$ cat src/rtl/snn_inference_ctrl.sv
// snn_inference_ctrl: sequences one spiking-classifier inference (clear, stream frames, drain, argmax).
// Optional SNN_CTRL_COUNT_OUT_EN exposes the per-neuron spike counters on spike_counts.
module snn_inference_ctrl #(
   parameter int N_IN      = 7,
   parameter int N_OUT     = 3,
   parameter int T_STEPS   = 16,
   parameter int DRAIN_CYC = 3,
   parameter int CNT_W     = 5,
   parameter int CLS_W     = 2
) (
   input  logic             clk,
   input  logic             reset,
   input  logic             start,
   input  logic             frame_valid,
   input  logic [N_IN-1:0]  frame_data,
   output logic             frame_ready,
   output logic [N_IN-1:0]  sp_out,
   output logic             neuron_reset,
   input  logic [N_OUT-1:0] out_spikes,
   output logic             busy,
   output logic             done,
   output logic [CLS_W-1:0] class_out,
   output logic             class_valid,
   output logic             underrun
`ifdef SNN_CTRL_COUNT_OUT_EN
   ,
   output logic [N_OUT*CNT_W-1:0] spike_counts
`endif
);
   localparam int SW = $clog2(T_STEPS > DRAIN_CYC ? T_STEPS : DRAIN_CYC) + 1;
   typedef enum logic [2:0] {IDLE, CLEAR, RUN, DRAIN, DECIDE, DONE} state_t;
   state_t           state;
   logic [SW-1:0]    step;
   logic [CNT_W-1:0] cnt [N_OUT];
   logic [CLS_W-1:0] best;
   logic [CNT_W-1:0] best_cnt;
   assign neuron_reset = reset || state == CLEAR;
   assign busy         = state != IDLE;
   assign frame_ready  = state == RUN;
   assign done         = state == DONE;
   // strict compare keeps the lowest index on ties
   always_comb begin
      best     = '0;
      best_cnt = cnt[0];
      for (int i = 1; i < N_OUT; i++)
         if (cnt[i] > best_cnt) begin
            best     = CLS_W'(i);
            best_cnt = cnt[i];
         end
   end
   always_ff @(posedge clk) begin
      if (reset) begin
         state       <= IDLE;
         step        <= '0;
         sp_out      <= '0;
         class_out   <= '0;
         class_valid <= 1'b0;
         underrun    <= 1'b0;
         for (int i = 0; i < N_OUT; i++) cnt[i] <= '0;
      end else begin
         sp_out <= '0;
         if (state == RUN || state == DRAIN)
            for (int i = 0; i < N_OUT; i++)
               if (out_spikes[i] && cnt[i] != '1) cnt[i] <= cnt[i] + 1'b1;
         case (state)
            IDLE: if (start) begin
               state       <= CLEAR;
               class_valid <= 1'b0;
               underrun    <= 1'b0;
            end
            CLEAR: begin
               step  <= '0;
               state <= RUN;
               for (int i = 0; i < N_OUT; i++) cnt[i] <= '0;
            end
            RUN: begin
               sp_out <= frame_valid ? frame_data : '0;
               if (!frame_valid) underrun <= 1'b1;
               step  <= step == SW'(T_STEPS - 1) ? '0 : step + 1'b1;
               state <= step == SW'(T_STEPS - 1) ? DRAIN : RUN;
            end
            DRAIN: begin
               step  <= step + 1'b1;
               state <= step == SW'(DRAIN_CYC - 1) ? DECIDE : DRAIN;
            end
            DECIDE: begin
               class_out <= best;
               state     <= DONE;
            end
            DONE: begin
               class_valid <= 1'b1;
               state       <= IDLE;
            end
            default: state <= IDLE;
         endcase
      end
   end
`ifdef SNN_CTRL_COUNT_OUT_EN
   for (genvar g = 0; g < N_OUT; g++) begin : g_cnt
      assign spike_counts[g*CNT_W +: CNT_W] = cnt[g];
   end
`endif
endmodule

$ cat config.mk
export PLATFORM = sky130hd
export DESIGN_NAME = snn_inference_ctrl
export DESIGN_NICKNAME = d
export VERILOG_FILES = /design/src/rtl/snn_inference_ctrl.sv
export SDC_FILE = /design/constraint.sdc
export NUM_CORES = 1
export LEC_CHECK = 0
export ABC_AREA = 1
export ABC_CLOCK_PERIOD_IN_PS = 2900
export BUFFER_PORTS_ARGS = -buffer_cell sky130_fd_sc_hd__buf_2
export CORE_UTILIZATION = 50
export CTS_BUF_LIST = sky130_fd_sc_hd__clkbuf_8
export DETAILED_ROUTE_END_ITERATION = 10
export PLACE_DENSITY = 0.68
export SLEW_MARGIN = 20
export SYNTH_ARGS = -nofsm -noshare
export SYNTH_HDL_FRONTEND = slang
export SYNTH_SLANG_ARGS = --single-unit
export TNS_END_PERCENT = 5
$ cat constraint.sdc
create_clock -name clk -period 2.9 [get_ports clk]
set_input_delay 0.29 -clock clk [delete_from_list [all_inputs] [get_ports clk]]
set_output_delay 0.29 -clock clk [all_outputs]
set_load 0.05 [all_outputs]
* Yosys cells after proc, flatten, opt, wreduce, memory -nomap -nowiden *
Memory sizes are Yosys's and may differ from the RTL's.
Index checks and enable logic that the tools add are counted.

storage, ports and cells
  word-level logic and storage cells = 82
  output and inout bits = 15
  bits in registers = 19
  bits in writable memories = 15
  memories kept = 1

memories
  memory  depth  bits a word  rd ports  clocked after Yosys merged registers in  write ports  RTL line  source
  cnt     3      5            3         0                                        3            34        logic [CNT_W-1:0] cnt [N_OUT];

operators by class
  eq/ne operators = 12
  mux-type cells = 36
  bitwise gates (word level) = 8
  reductions and logical operators = 13
  $add $sub $neg = 4
  $lt $le $gt $ge = 2

operators by type and width
  cell                 count
  $mux 5               8
  $mux 1               21
  $add 5x1->5 const B  4
  $ne 5x5->1 const B   3
  $pmux 3 s5           1
  $pmux 5 s3           1
  $gt 5x5->1           2
  $eq 3x2->1 const B   2
  $eq 3x3->1 const B   2
  $mux 3               2
  $or 1x1->1           6
  $reduce_bool 3->1    2
  $eq 5x2->1 const B   1
  $eq 5x4->1 const B   1
  $ne 2x2->1 const B   2
  $pmux 1 s2           2
  $reduce_bool 2->1    2
  $eq 3x1->1 const B   1
  $logic_and 1x1->1    3
  $logic_not 3->1      1
  $reduce_and 3->1     1
  $reduce_or 3->1      1
  $logic_or 1x1->1     2
  $mux 2               1
  2 further kinds      3

* Depth between registers and ports, before layout *
An unclocked memory read counts as a cell.

  depth after elaboration = 9
  depth in mapped cells = 19

* Worst setup path before layout *
OpenSTA, ideal clock, no wires.

  kind = register to register
  start point = memory cnt[1][2] (netlist: cnt[0][7])
  end point = register class_out[0]
  clock period less this slack = 2261 ps
  setup time = 111 ps
  slack = 639 ps
  stages on the path, launching flop included = 17
  data arrival time = 2149 ps
  data required time = 2789 ps
  buffers on the path = 0
  cells stage by stage = edfxtp_1 > ha_1 > nand2_1 > nor2_1 > nand2_1 > nand3_1 > nand2_1 > nand2_1 > o21ai_0 > ha_1 > nand2_1 > nor3_1 > nor2_1 > nor2_1 > nor2_1 > nor2_1 > nor2_1

RTL lines
  item                  RTL line  source
  start, declared       34
  end signal, assigned  87        class_out <= best;
  end, declared         22        output logic [CLS_W-1:0] class_out,

==> flow_metrics.py <==
metrics = {
    "outcome": {
        "run_status": "complete, no violations",
    },
    "power": {
        "p_leak_uw": 0.00109,
        "power_density_nw_per_um2": 602,
        "power.total_uw": 1330,
        "peakVddDrop_mv": 0.404,
    },
    "timing": {
        "finalClockSkew_ps": 4.53,
        "setup_ws_ps": 400,
        "slew_viol_final": 0,
        "hold_violations": 0,
        "tightest_slew_ps": 629,
        "rsz0062_at_grt": "false",
        "maxSlewHeadroom_pct": 58.1,
        "setup-violations-final": 0,
        "tns_ps": 0,
        "fmax_mhz": 400,
        "fin_crit_ps": 2500,
        "finalCritPeriodShare_pct": 86.2,
    },
    "setup_path": {
        "worst_ep_arrival_time_ps": 2680,
        "start_kind": "flip-flop",
        "path_max_fanout": 8,
        "crit_required_ps": 3080,
        "path_class": "flip-flop to flip-flop",
        "cp-end-kind": "flip-flop",
    },
    "final_layout": {
        "most-common-layout-cells": "inv_1 (43), nor2_1 (42), nand2_1 (32)",
        "layout.nets": 300,
        "drive_gt1_share_pct": 17.6,
        "diodes": 0,
        "area_growth_pct": 16.0,
        "layout_commonest_cell": "inv_1",
        "final_util_pct": 60.5,
        "instances_no_fill": 315,
    },
    "detailed_routing": {
        "wl_per_cell_um": 11.5,
        "via_count": 1527,
        "wl_um": 3610,
        "drc_errors": 0,
        "first_iter_violations": 50,
        "drt-vias-per-instance": 4.85,
        "firstDrtPassIters": 4,
        "antenna_left": 0,
    },
    "global_route": {
        "grt_pass1_vias": 1576,
        "grt_usage_pct": 20.9,
        "grt_pass1_wl_um": 6400,
        "grt_max_degree": 16,
        "antenna_found_initial": 0,
        "grt-ovfl-total": 0,
    },
    "logic_synthesis": {
        "ys_seq_elements": 34,
        "ys_seq_area_share_pct": 43.5,
        "yosysWarnings": 0,
        "synth_area_um2": 1910,
        "netlist.area_leader.share_pct": 23.6,
        "syn_nets": 265,
        "synthTopCellsByArea": "edfxtp_1 (24%), dfxtp_1 (20%), ha_1 (13%)",
        "synth_cell_type_count": 26,
        "syn_avg_cell_area_um2": 8.26,
        "syn_inst": 231,
        "yosysTopAreaCell": "edfxtp_1",
    },
    "clock_tree": {
        "clkTransAtPathRegs_ps": 70,
        "postCtsHoldBufs": 0,
        "cts_tree": "yes",
        "cts_buffer_depth": 2,
        "clockRootBuffer": "clkbuf_8",
        "cts_sinks": 34,
        "clkLatencyLatePin_ps": 290,
        "numCtsBuffers": 5,
        "htreeDepth": 2,
    },
    "place": {
        "io_buffer_count": 28,
        "gp_congestion": 0.811,
        "dpl.cell_count": 306,
        "dpl.hpwl_um": 2700,
        "place_ws_ps": 374,
    },
    "worst_hold_path": {
        "hold_path.class": "input pin to flip-flop",
    },
    "floorplan": {
        "dieArea_um2": 4070,
        "start_util_pct": 52.1,
        "die_y_um": 63.8,
        "design.portCount": 29,
        "fp.dieW_um": 63.8,
        "rows": 22,
        "core_area_um2": 3660,
    },
    "flow_run": {
        "maxCapViolCount": 0,
    },
}
-- cell families (layout without fill, tap and decap cells) --
family	count (synthesis)	count (layout)	share of synthesized area (%)
AND/OR/NAND/NOR	96	96	22.0
buffers and inverters	44	80	9.05
flip-flops	34	34	43.5
XOR/XNOR	7	7	3.21
adder cells (fa/ha/maj)	20	20	13.1
AO/OA/AOI/OAI	30	30	9.05
-- state kept, by name, summed over array words and instances, names as in the netlist --
name,flops
state,3
step,5
class_valid,1
cnt,15
class_out,2
underrun,1
sp_out,7
-- stage by stage --
| step | hold WS (ps) | instance area, µm² |
|---|---|---|
| floorplan | 359 | 1910 |
| global placement | 456 | 2100 |
| detailed placement | 457 | 2100 |
| CTS | 201 | 2200 |
| global route | 199 | 2210 |
| finish | 215 | 2210 |
-- critical path, cell delays in order (launching register included) --
cell,delay (ps)
edfxtp_1,460
ha_1,340
nand2_1,50
nor2_1,120
nand2_1,60
nand3_1,150
nand2_2,120
nand2_1,70
o21ai_0,90
ha_1,290
nand2_1,80
nor3_1,170
nor2_1,60
nor2_1,130
nor2_1,70
nor2_1,80
nor2_1,40
-- cell usage after synthesis --
| cell type | n |
|---|---|
| o211ai_1 | 1 |
| inv_2 | 2 |
| buf_6 | 1 |
| nand2_2 | 1 |
| nor2_1 | 42 |
| nor3_4 | 1 |
| nor2_2 | 1 |
| or2_2 | 3 |
| edfxtp_1 | 15 |
| o21ai_0 | 11 |
| xnor2_1 | 3 |
| nand2_4 | 1 |
| and3_1 | 2 |
| nor3_1 | 3 |
| dfxtp_1 | 19 |
| a211oi_1 | 1 |
| o31ai_4 | 1 |
| xor2_1 | 4 |
| ha_1 | 20 |
| nor3b_1 | 1 |
| a21oi_1 | 15 |
| nand2_1 | 33 |
| inv_1 | 41 |
| nand3_1 | 7 |
| a31oi_1 | 1 |
| nor3_2 | 1 |
-- routing by layer --
metal | share of wire, % | vias to the layer above | wire length (µm) | global-route usage [%]
met1 | 46 | 673 | 1660 | 21.8
met4 | 1.9 | 0 | 69 | 12.2
met5 | 0 | - | 0 | 0
li1 | - | 805 | - | -
met3 | 4.2 | 8 | 153 | 5.54
met2 | 48 | 41 | 1730 | 37.2
-- cell type report --
cell class | instances | area (µm²)
clock inverter | 3 | 37.5
tap | 48 | 60.1
inverter | 43 | 161
clock buffer | 5 | 68.8
sequential | 34 | 831
fill | 331 | 1450
timing repair buffer | 29 | 148
multi-input combinational | 153 | 907
-- what timing repair did --
item / in CTS / in global routing
setup buffers: 0 / 1
setup endpoints to repair: 0 / 1
gates resized for setup: 0 / 1
-- power by group --
group	total, µW	internal (µW)	switching, µW	leakage (µW)
Combinational	334	117	217	0.000715
Clock	417	250	167	0.0000607
Sequential	582	544	38.1	0.000314
Total	1330	911	422	0.00109
-- final timing paths --
check / from / endpoint / slack, ps / depth (start not counted)
worst max-delay path: cnt[0][7]$_SDFFCE_PP0P_ / class_out[0]$_SDFFE_PP0P_ / 400 / 16
worst min-delay path: frame_data[4] / sp_out[4]$_SDFF_PP0_ / 220 / 3
worst max register to register: cnt[0][7]$_SDFFCE_PP0P_ / class_out[0]$_SDFFE_PP0P_ / 400 / 16
worst min register to register: step[3]$_SDFFE_PP0P_ / step[3]$_SDFFE_PP0P_ / 470 / 2
Power figures use the tool's default switching activity.
